**src/rtl/if_unit.sv**
```systemverilog
// rtl/if_unit.sv - instruction fetch stage: PC sequencing plus the IF/ID pipeline register.
// Define IF_DELAY_SLOT_EN to let the branch delay slot execute; by default it is squashed.
module if_unit (
  input  logic        clk,
  input  logic        rst,
  input  logic        stall_i,
  input  logic        flush_i,
  input  logic [31:0] flush_pc_i,
  input  logic        branch_i,
  input  logic [31:0] branch_target_i,
  output logic [31:0] pc_o,
  output logic        ce_o,
  input  logic [31:0] inst_i,
  output logic [31:0] id_pc_o,
  output logic [31:0] id_inst_o,
  output logic        id_valid_o
);

  logic        ce_q;
  logic [31:0] pc_q, pc_d;
  logic [31:0] id_pc_q, id_pc_d;
  logic [31:0] id_inst_q, id_inst_d;
  logic        id_valid_q, id_valid_d;
  logic        squash_slot;

`ifdef IF_DELAY_SLOT_EN
  assign squash_slot = 1'b0;
`else
  assign squash_slot = branch_i;
`endif

  // Redirect targets are word-aligned by dropping their low two bits.
  always_comb begin
    pc_d = pc_q;
    if (!ce_q)
      pc_d = 32'h0000_0000;
    else if (flush_i)
      pc_d = {flush_pc_i[31:2], 2'b00};
    else if (stall_i)
      pc_d = pc_q;
    else if (branch_i)
      pc_d = {branch_target_i[31:2], 2'b00};
    else
      pc_d = pc_q + 32'd4;
  end

  // Flush beats stall; a stalled branch is re-presented by ID later, so it cannot squash here.
  always_comb begin
    id_pc_d    = id_pc_q;
    id_inst_d  = id_inst_q;
    id_valid_d = id_valid_q;
    if (flush_i) begin
      id_pc_d    = 32'h0000_0000;
      id_inst_d  = 32'h0000_0000;
      id_valid_d = 1'b0;
    end else if (stall_i) begin
      id_pc_d    = id_pc_q;
      id_inst_d  = id_inst_q;
      id_valid_d = id_valid_q;
    end else if (!ce_q || squash_slot) begin
      id_pc_d    = 32'h0000_0000;
      id_inst_d  = 32'h0000_0000;
      id_valid_d = 1'b0;
    end else begin
      id_pc_d    = pc_q;
      id_inst_d  = inst_i;
      id_valid_d = 1'b1;
    end
  end

  always_ff @(posedge clk) begin
    if (rst) begin
      ce_q       <= 1'b0;
      pc_q       <= 32'h0000_0000;
      id_pc_q    <= 32'h0000_0000;
      id_inst_q  <= 32'h0000_0000;
      id_valid_q <= 1'b0;
    end else begin
      ce_q       <= 1'b1;
      pc_q       <= pc_d;
      id_pc_q    <= id_pc_d;
      id_inst_q  <= id_inst_d;
      id_valid_q <= id_valid_d;
    end
  end

  assign ce_o       = ce_q;
  assign pc_o       = pc_q;
  assign id_pc_o    = id_pc_q;
  assign id_inst_o  = id_inst_q;
  assign id_valid_o = id_valid_q;

endmodule

```
**config.mk**
```make
export PLATFORM = sky130hd
export DESIGN_NAME = if_unit
export DESIGN_NICKNAME = d
export VERILOG_FILES = /design/src/rtl/if_unit.sv
export SDC_FILE = /design/constraint.sdc
export NUM_CORES = 1
export LEC_CHECK = 0
export CAP_MARGIN = 30
export CORE_AREA = 10 10 139 90
export CTS_CLUSTER_SIZE = 25
export DETAILED_ROUTE_END_ITERATION = 10
export DIE_AREA = 0 0 149 100
export PLACE_DENSITY = 0.88
export SETUP_SLACK_MARGIN = 0.15
export SKIP_CTS_REPAIR_TIMING = 1
export SYNTH_ARGS = -nofsm -noshare
export SYNTH_HDL_FRONTEND = slang
export SYNTH_SLANG_ARGS = --single-unit
export TNS_END_PERCENT = 10
```
**constraint.sdc**
```tcl
create_clock -name clk -period 3.9 [get_ports clk]
set_input_delay 0.39 -clock clk [delete_from_list [all_inputs] [get_ports clk]]
set_output_delay 0.39 -clock clk [all_outputs]
set_load 0.01 [all_outputs]
```
; ---- After elaboration in Yosys (flattened, before gate mapping)
; Cells that the tools add are included.
[classes]
add_sub_neg = 1
n_mux = 7
bitwise_logic = 1
eq_ne = 1
n_reduce_logical = 5
[ops]
columns = cell, n
row1 = two-way mux 32 bit, 5
row2 = adder 32 x 3 -> 32 bit (second input constant), 1
row3 = OR reduction 2 bit, 2
row4 = OR reduction 3 bit, 1
row5 = two-way mux 1 bit, 2
row6 = != test 2 x 1 -> 1 bit (second input constant), 1
row7 = zero test 1 bit, 1
row8 = logical OR 1 bit, 1
row9 = inverter 1 bit, 1
[word_totals]
wordCells = 21
out_inout_bits = 98
reg_bits = 98
in_bits = 101

; ---- Longest topological paths before layout
[depth]
depth_word = 4
mapped_depth = 7

; ---- Worst setup path before layout
; Ideal clock, no wire load.
[synth_timing]
path_kind = register -> register
startpoint = reg pc_q[7], in the netlist pc_o[7]
endpoint = reg pc_q[31], in the netlist pc_o[31]
arrival_time_ps = 1788
stages_incl_launch_ff = 8
path_buffers = 2
setup_slack_ps = 1995
path_cell_list = dfxtp_1 -> buf_2 -> nand3_1 -> or4_1 -> buf_6 -> nor4_4 -> mux2i_1 -> nor2_1
[synth_via]
elab_chain_cells = 4
[synth_lines]
columns = element, line
row1 = from (decl), 20  ; logic [31:0] pc_q, pc_d;
row2 = from (signal assigned), 80  ; pc_q <= pc_d;
row3 = adder 32 x 3 -> 32 bit, 44  ; pc_d = pc_q + 32'd4;
row4 = two-way mux 32 bit, 41  ; else if (branch_i)
row5 = two-way mux 32 bit, 39  ; else if (stall_i)
row6 = two-way mux 32 bit, 37  ; else if (flush_i)
; No other way between the ends. The select of a mux whose other input is x is not followed.
; A chain may end at the register's enable or synchronous reset.

; ---- Worst setup path in the final report
[layout_timing]
startpoint = reg pc_q[13], in the netlist pc_o[13]
endpoint = reg pc_q[29], in the netlist pc_o[29]
; Same word-level chain as after synthesis.

==> impl_results.md <==
- RD Place Congestion: 0.8365
- Final setup viols: 0
- Largest net degree at the start of global routing: 102
- Worst Max-Slew Pin Slew: 1039 ps
- Yosys warns: 0
- Worst EP required: 4130 ps
- Clock tree buffer depth: 2
- Clock transition at the registers of the reported paths: 70 ps
- Final min period: 2323 ps
- Power per cell area: 324.8 mW/mm^2
- R2R setup slack: 1580 ps
- Routed wire length per instance: 19.67 um
- Status: complete, no violations
- Setup crit start: pc_o[13]
- Total of max-cap violations: 0
- Nets: 787
- Clk sinks: 98
- CTS Buf Count: 9
- Slowest stage cell, crit path: or4_1
- Post-route DRC: 0
- RR Startpoint: pc_o[13]
- # rows: 29
- Most used DFF post-synth: dfxtp_1
- Slew headroom: 0.3075
- CP Max Fanout: 10
- Fin crit share: 0.5957
- Via density: 5.757
- Via count: 4767
- Max-slew violations: 0
- CTS tree: yes
- EDFF count, synth: 0
- Min-delay worst type: flop to flop
- GRT overflow: 0
- Yosys reg bits: 98
- Setup crit start kind: flop
- CORE AREA: 0.01016 mm^2
- Setup tns final: 0 ps
- Cells on worst reg2reg path: 5
- RSZ-0062 raised after global routing: no
- Syn avg cell area: 8.471 um^2
- Most frequent cells in the layout: clkdlybuf4s50_1, dfxtp_1, nor2_1, a22oi_1, nand2_1
- GRT Overall Usage: 0.2080
- WS Path Type: flop to flop
- Post-synthesis cell area: 0.004388 mm^2
- Routed WL: 16290 um
- Die area: 0.01490 mm^2
- Seq/Total Area, Yosys: 0.4471
- Fill cell count: 830
- Fin Clk Skew: 4.706 ps
- Post-DP HPWL: 11990 um
- Vias in the first global route: 4638
- Die span in y: 100 um
- Most common cell after layout, fill and taps aside: clkdlybuf4s50_1
- Cells after Synth: 518
- Fmax: 430.5 MHz
- Post-synth ARST share: 0
- Die W: 149 um
- Crit. End Element: flop
- Reg-to-reg endpoint: pc_o[29]
- VDD IR-drop max: 0.2385 mV
- First-pass DRT Iterations: 5
- DRT antenna net count: 0
- Yosys cell types: 46
- First-pass GRT wire length: 25400 um
- Final hold violations: 0
- Storage cell area: 0.001962 mm^2
- Delay-heaviest family, CP: simple AND/OR/NAND/NOR gates
- Critical path, cell by cell: nand4_2 > or4_1 > nor4_2 > nand4_1 > o211a_1
- Syn_nets: 620
- Hold Crit Depth: 2
- Multi-input gate area in the final layout: 0.002208 mm^2
- Area added between synthesis and finish: 51.84%
- Clk_lat worst skew: 330 ps
- H-Tree Level Count: 3
- Starting Density: 0.4319
- Ports: 199
- Initial antenna violation count: 0
- Drt initial violations: 378
- Buffers & Inverters on Critical Path: 0
- Fraction of layout cells with a size suffix above 1: 0.04790
- Port Buf Inserts: 194
- WP data arrival: 2550 ps
- Post-layout util: 0.6558
- Clock root buffer: clkbuf_16
- WHS Endpoint: id_valid_o
- Hold path startpoint: id_valid_o
- Ant. Diodes: 0
- Leakage: 0.002293 uW
- Critical Path Max Stage Delay: 790 ps
-- how the worst max path moves through the flow --
stage | endpoint | slack (ps) | cells after the start
after floorplan | pc_o[31] | 1990 | 7
after global placement | pc_o[14] | 1140 | 5
after detailed placement | id_pc_o[19] | 1280 | 5
after CTS | pc_o[31] | 1630 | 5
after global routing | id_pc_o[19] | 1430 | 5
final | pc_o[29] | 1580 | 5
-- kinds of logic after synthesis --
kind of cell    synth area share
xor+xnor                 0.03194
simple gates              0.1962
compound gates            0.2498
buf+inv                  0.05133
fa+ha+maj               0.002851
mux                      0.02082
flops                     0.4471
-- synth_stat cells (2+ instances only) --
cell,count,area share
dfxtp_1,98,0.45
nor2_1,90,0.077
a22oi_1,66,0.11
nand2_1,33,0.028
clkbuf_1,32,0.027
o21ai_0,23,0.026
o22ai_1,18,0.026
a21oi_1,17,0.019
xnor2_1,13,0.026
nand3_1,12,0.014
inv_1,11,0.0094
nor3_1,11,0.013
a221o_1,10,0.023
buf_1,10,0.0086
mux2i_1,8,0.018
nand4_1,7,0.010
and4_1,6,0.012
and3_1,5,0.0071
a211oi_1,4,0.0068
a31oi_1,4,0.0057
buf_2,3,0.0034
xor2_1,3,0.0060
a221oi_1,2,0.0040
a311o_1,2,0.0046
nand2b_1,2,0.0029
nor2b_1,2,0.0029
nor4_2,2,0.0057
nor4_4,2,0.0097
o211a_1,2,0.0046
o221ai_1,2,0.0040
o31ai_1,2,0.0034
or4_1,2,0.0034
-- metal layers --
metal / wire length [um] / track usage
met5: 0 / 0
met2: 7705 / 0.3397
met1: 6620 / 0.2550
met3: 1819 / 0.08446
met4: 144 / 0.03907
-- where the power goes --
group / internal (uW) / switching, uW
registers: 1020 / 32.3
logic: 170 / 139
clock network: 428 / 374
total: 1620 / 545
-- metrics by stage --
step / instance area, um^2 / power (uW) / hold slack [ps] / instances / setup WS, ps
after global placement: 6390 / 1368 / 469.5 / 812 / 1141
after CTS: 6663 / 2178 / 509.8 / 828 / 1629
after floorplan: 4388 / 1200 / 478.9 / 518 / 1995
final: 6663 / 2164 / 507.4 / 828 / 1577
after global routing: 6663 / 2241 / 539.2 / 828 / 1431
after detailed placement: 6401 / 1381 / 492.8 / 813 / 1283
-- state kept, by name (all words and copies together), names as in the netlist --
signal      flops
id_pc_o        32
pc_o           32
ce_o            1
id_valid_o      1
id_inst_o      32
-- cell type report --
class	count	share of cell area
Multi-Input combinational cell	363	0.3315
Clock inverter	5	0.004883
Tap cell	139	0.02610
Clock buffer	10	0.03437
Timing Repair Buffer	202	0.3025
Sequential cell	98	0.2945
Inverter	11	0.006197
-- worst reg2reg max path, cell delays in order (launching register included) --
cell and delay [ps]:
dfxtp_1 520, nand4_2 210, or4_1 800, nor4_2 400, nand4_1 150, o211a_1 150
(Power assumes the default switching activity.)
